## src/rtl/axi3_rd_arbiter_pkg.sv

```systemverilog
// Shared AXI3 read-channel types and the arbiter FSM state encoding.
package axi3_rd_arbiter_pkg;

    localparam int unsigned AXI_ADDR_W = 32;
    localparam int unsigned AXI_DATA_W = 32;
    localparam int unsigned AXI_LEN_W  = 4;

    typedef enum logic [1:0] {ARB_IDLE, ARB_ADDR, ARB_DATA} axi_arb_state_t;

    // Master-driven AR channel plus the R-channel ready.
    typedef struct packed {
        logic                  arvalid;
        logic [AXI_ADDR_W-1:0] araddr;
        logic [AXI_LEN_W-1:0]  arlen;
        logic [2:0]            arsize;
        logic [1:0]            arburst;
        logic [1:0]            arlock;
        logic [3:0]            arcache;
        logic [2:0]            arprot;
        logic                  rready;
    } axi3_rd_req_t;

    // Slave-driven AR ready plus the R channel payload.
    typedef struct packed {
        logic                  arready;
        logic                  rvalid;
        logic [AXI_DATA_W-1:0] rdata;
        logic [1:0]            rresp;
        logic                  rlast;
    } axi3_rd_resp_t;

endpackage

```

## src/rtl/rr_pick.sv

```systemverilog
// Combinational round-robin selector: first set request after 'last', wrapping.
module rr_pick #(
    parameter int unsigned N = 2
) (
    input  logic [N-1:0]         req,
    input  logic [$clog2(N)-1:0] last,
    output logic                 valid,
    output logic [$clog2(N)-1:0] idx
);

    localparam int unsigned LW = $clog2(N);

    int unsigned cand;

    // Scan N candidates starting one past the previous winner; first hit wins.
    always_comb begin
        valid = 1'b0;
        idx   = '0;
        cand  = 0;
        for (int unsigned k = 1; k <= N; k++) begin
            cand = (32'(last) + k) % N;
            if (!valid && req[LW'(cand)]) begin
                valid = 1'b1;
                idx   = LW'(cand);
            end
        end
    end

endmodule

```

## src/rtl/axi3_rd_arbiter.sv

```systemverilog
// Round-robin arbiter sharing one AXI3 read port; grant held from AR through rlast.
module axi3_rd_arbiter
    import axi3_rd_arbiter_pkg::*;
#(
    parameter int unsigned N_REQ     = 2,
    parameter int unsigned BUS_WIDTH = 4
) (
    input  logic                                 clk,
    input  logic                                 rst,
    input  axi3_rd_req_t  [N_REQ-1:0]            s_req,
    input  logic          [N_REQ-1:0][BUS_WIDTH-1:0] s_arid,
    output axi3_rd_resp_t [N_REQ-1:0]            s_resp,
    output logic          [N_REQ-1:0][BUS_WIDTH-1:0] s_rid,
    output axi3_rd_req_t                         m_req,
    output logic          [BUS_WIDTH-1:0]        m_arid,
    input  axi3_rd_resp_t                        m_resp,
    input  logic          [BUS_WIDTH-1:0]        m_rid
);

    localparam int unsigned GW = $clog2(N_REQ);

    axi_arb_state_t  state_q, state_d;
    logic [GW-1:0]   grant_q, grant_d;
    logic [GW-1:0]   last_grant_q, last_grant_d;

    logic [N_REQ-1:0] arvalid_vec;
    logic             pick_valid;
    logic [GW-1:0]    pick_idx;

    // Gather per-requester arvalid for the selector.
    always_comb begin
        arvalid_vec = '0;
        for (int unsigned i = 0; i < N_REQ; i++) begin
            arvalid_vec[i] = s_req[i].arvalid;
        end
    end

    rr_pick #(.N(N_REQ)) u_rr_pick (
        .req   (arvalid_vec),
        .last  (last_grant_q),
        .valid (pick_valid),
        .idx   (pick_idx)
    );

    // State, grant and round-robin pointer; last_grant resets so requester 0 wins first.
    always_ff @(posedge clk or posedge rst) begin
        if (rst) begin
            state_q      <= ARB_IDLE;
            grant_q      <= '0;
            last_grant_q <= GW'(N_REQ - 1);
        end else begin
            state_q      <= state_d;
            grant_q      <= grant_d;
            last_grant_q <= last_grant_d;
        end
    end

    // Next-state and mux/demux; only the granted requester ever sees response traffic.
    always_comb begin
        state_d      = state_q;
        grant_d      = grant_q;
        last_grant_d = last_grant_q;
        m_req        = '0;
        m_arid       = '0;
        s_resp       = '0;
        s_rid        = '0;

        unique case (state_q)
            ARB_IDLE: begin
                if (pick_valid) begin
                    grant_d = pick_idx;
                    state_d = ARB_ADDR;
                end
            end
            ARB_ADDR: begin
                // Forward as-is even if arvalid drops; no re-arbitration mid-address.
                m_req                   = s_req[grant_q];
                m_req.rready            = 1'b0;
                m_arid                  = s_arid[grant_q];
                s_resp[grant_q].arready = m_resp.arready;
                if (s_req[grant_q].arvalid && m_resp.arready) begin
                    state_d = ARB_DATA;
                end
            end
            ARB_DATA: begin
                m_req.rready           = s_req[grant_q].rready;
                s_resp[grant_q].rvalid = m_resp.rvalid;
                s_resp[grant_q].rdata  = m_resp.rdata;
                s_resp[grant_q].rresp  = m_resp.rresp;
                s_resp[grant_q].rlast  = m_resp.rlast;
                s_rid[grant_q]         = m_rid;
                if (m_resp.rvalid && s_req[grant_q].rready && m_resp.rlast) begin
                    last_grant_d = grant_q;
                    state_d      = ARB_IDLE;
                end
            end
            default: begin
                state_d = ARB_IDLE;
            end
        endcase
    end

endmodule

```

## config.mk

```make
export PLATFORM = sky130hd
export DESIGN_NAME = axi3_rd_arbiter
export DESIGN_NICKNAME = d
export VERILOG_FILES = /design/src/rtl/axi3_rd_arbiter_pkg.sv /design/src/rtl/rr_pick.sv /design/src/rtl/axi3_rd_arbiter.sv
export SDC_FILE = /design/constraint.sdc
export NUM_CORES = 1
export LEC_CHECK = 0
export CORE_AREA = 2 2 113 115
export DETAILED_ROUTE_END_ITERATION = 8
export DIE_AREA = 0 0 115 117
export HOLD_SLACK_MARGIN = 0.06
export PLACE_DENSITY_LB_ADDON = 0.3
export REMOVE_ABC_BUFFERS = 1
export SYNTH_ARGS = -nofsm -noshare
export SYNTH_HDL_FRONTEND = slang
export SYNTH_SLANG_ARGS = --single-unit
```

## constraint.sdc

```tcl
create_clock -name clk -period 2 [get_ports clk]
set_input_delay 0.4 -clock clk [delete_from_list [all_inputs] [get_ports clk]]
set_output_delay 0.4 -clock clk [all_outputs]
set_load 0.05 [all_outputs]
```

==> key figures <==
STA
  • Fmax: about 500 MHz
  • Worst Tran Pin Value: 0.389 ns
  • Relative slew margins: 0.738
  • Fin Setup TNS: -0.00972 ns
  • Hold Vio Cnt, Final: 0
  • Worst Slack Setup Final: -0.00444 ns
  • Final min period: around 2.0 ns
  • Worst hold slack: about 0.37 ns
  • RSZ-0062 raised after global routing: yes
  • Clock Skew: slightly below 0.005 ns
  • Final setup viols: 5
  • Max-slew violation count: 0
  • Fin crit share: 1.00

Synth
  • Mean Syn Cell Area: between 5 and 6 um2
  • Post-synth top cells: nor2_1 (124), mux2i_1 (55), nand2_1 (37)
  • Synth area leaders: mux2i_1 (33%), nor2_1 (28%), nand2_1 (8.3%), dfrtp_1 (4.5%), and3_1 (3.0%)
  • Seq/Total Area, Yosys: 0.0607
  • Yosys top cell area share: 0.330
  • Yosys cell types: 26
  • Post-synth EDFFs: 0
  • FF+latch count, synth: 4
  • Post-Syn Area: 1670 um2
  • Most frequent cell after synthesis: nor2_1
  • Most used DFF post-synth: dfrtp_1
  • Cell count after synthesis: between 200 and 300
  • Leading area contributor after synthesis: mux2i_1
  • Ys Warns: 0
  • Async SR Flop Fraction: 1.00

Finish
  • Fraction of layout cells with a size suffix above 1: 0.583
  • Design area: approximately 7400 um2
  • Nets: 740
  • Antenna cells: 0
  • Post-Layout Cell Count: roughly 730
  • Area grow syn2layout: 344%

Floorplan
  • Die area: 13,500 um2
  • Rows: just over 40
  • Boundary Pins: about 300
  • Core ar.: around 12,000 um2
  • Die height: 117 um
  • Starting Density: 0.136
  • Die W: between 100 and 150 um

Worst setup path
  • Largest stage delay, worst path: roughly 0.38 ns
  • WP data arrival: ~1.6 ns
  • Worst path cell trace: inv_2, ha_4, clkinvlp_4, buf_12, clkbuf_16, nor2_2, buf_12
  • CP most frequent cell: buf_12
  • Top Family by Delay on Critical Path: buffers and inverters
  • CP Capture Type: output pin
  • Critical Path RT: ~1.6 ns
  • Critical path depth in cells: 7
  • CP Max Fanout: 7
  • Worst reg-to-reg path cell count: 7
  • Critical Path Source Type: register
  • Slowest cell on the critical path: dfrtp_1
  • Crit Path Category: reg -> out
  • Worst Path Buf+Inv: 5

Drt
  • Initial DRT Pass Iterations: 4
  • DRT iter0 DRCs: 83
  • Wirelength per Cell: ~19 um
  • Drt drc: 0
  • Total wire length: approximately 14,000 um
  • Vias: about 3,200
  • Final ANT Viol Nets: 0
  • Via density: 4.42

CTS
  • CTS H-tree lvls: 1
  • Clk_lat worst skew: between 0.2 and 0.25 ns
  • Max Buffers Root-to-Sink: 2
  • TritonCTS Sinks: 4
  • Num CTS Buffers: 3
  • Clock-pin transition on the worst setup and hold timing paths: 0.03 ns
  • CTS tree: built
  • Clk root buf: clkbuf_16

Power and ir drop
  • PD cells: approximately 1400 nW/um2
  • P_leak: between 2 and 3 nW
  • Max IR drop VDD: roughly 0.0007 V

Global routing
  • Gr ovfl total: 0
  • Initial antenna violation count: 0
  • Global-route wire length before repair: roughly 17,000 um
  • Total Routing Usage GR: 0.157
  • Largest net degree at the start of global routing: between 50 and 60
  • Vias in the first global route: ~3,100

Job
  • Max_cap viols: 0

Status
  • Outcome: finished, violations left
  • Failing checks: negative setup slack

Placement
  • Dpl ws: approximately 0.091 ns
  • Detail Placement HPWL: between 9000 and 10,000 um
  • # placed instances: approximately 700
  • Placed cell areas: between 6000 and 7000 um2
  • Gpl congestion: between 0.7 and 0.8
  • Port bufs: 292

Worst hold path
  • Worst Hold Class: in -> async
## through the flow
step                utilization  power [W]
CTS                       0.516    0.00830
finish                    0.602     0.0104
detailed placement        0.490    0.00753
floorplan                     -    0.00398
global route              0.602     0.0108
global placement          0.490    0.00749
## final timing paths
path	from	to	slack [ns]
max reg2reg	state_q[1]	state_q[0]	0.26
max	state_q[1]	m_req[21]	-0.004
min	rst	state_q[0]	0.37
min reg2reg	last_grant_q	grant_q	0.62
min in group clk	last_grant_q	grant_q	0.62
max in group asynchronous	rst	last_grant_q	1.39
## area by class of cell
type | count | area [um2]
fillers | 936 | 4900
multi-input cells | 248 | 2360
repair buffers | 320 | 4660
flip-flops and latches | 4 | 105
well taps | 150 | 188
inverters | 5 | 22.5
clock buffers | 4 | 78.8
## logic make-up (layout without fill, tap and decap cells)
| group | count (synthesis) | in the layout | share of synthesized area |
|---|---|---|---|
| simple gates | 180 | 180 | 0.437 |
| mux | 57 | 57 | 0.347 |
| buf+inv | 31 | 329 | 0.0892 |
| compound gates | 8 | 8 | 0.0435 |
| flops | 4 | 4 | 0.0607 |
| fa+ha+maj | 3 | 3 | 0.0225 |
## metal layers
metal	share of wire	vias up	global-route usage
met5	0	-	0
li1	-	1525	-
met4	0.020	0	0.0249
met2	0.55	187	0.296
met1	0.35	1502	0.180
met3	0.081	15	0.0448
## where the power goes
group	internal (W)	switching (W)
sequential	0.000138	0.0000718
combinational	0.00433	0.00549
clock	0.000264	0.0000629
## sequential cells by signal, indices dropped and copies added, names as in the netlist
| signal | count |
|---|---|
| grant_q | 1 |
| last_grant_q | 1 |
| state_q | 2 |
## what timing repair did
item	in CTS	in global routing
buffers inserted	1	3
cloned	0	11
pin swaps	0	34
hold buffers	0	0
gates resized for setup	84	211
endpoints found under the setup margin	92	129
hold endpoints to repair	0	0
## placed cells by master, fill, tap and decap left out, types with 2 or more instances in the layout
| cell | count |
|---|---|
| nand2_2 | 14 |
| dfrtp_1 | 2 |
| nor2_2 | 29 |
| buf_6 | 17 |
| nor2_4 | 94 |
| inv_1 | 2 |
| and2_4 | 4 |
| nand2_1 | 22 |
| mux2i_2 | 10 |
| clkdlybuf4s50_1 | 154 |
| and3_4 | 3 |
| ha_4 | 3 |
| buf_12 | 134 |
| and3_1 | 5 |
| mux2i_1 | 46 |
| nor2b_4 | 2 |
| buf_8 | 3 |
| buf_4 | 6 |
| a21oi_1 | 3 |
| clkbuf_16 | 9 |
| inv_2 | 2 |
No activity file was read; power rests on OpenSTA's default activity.
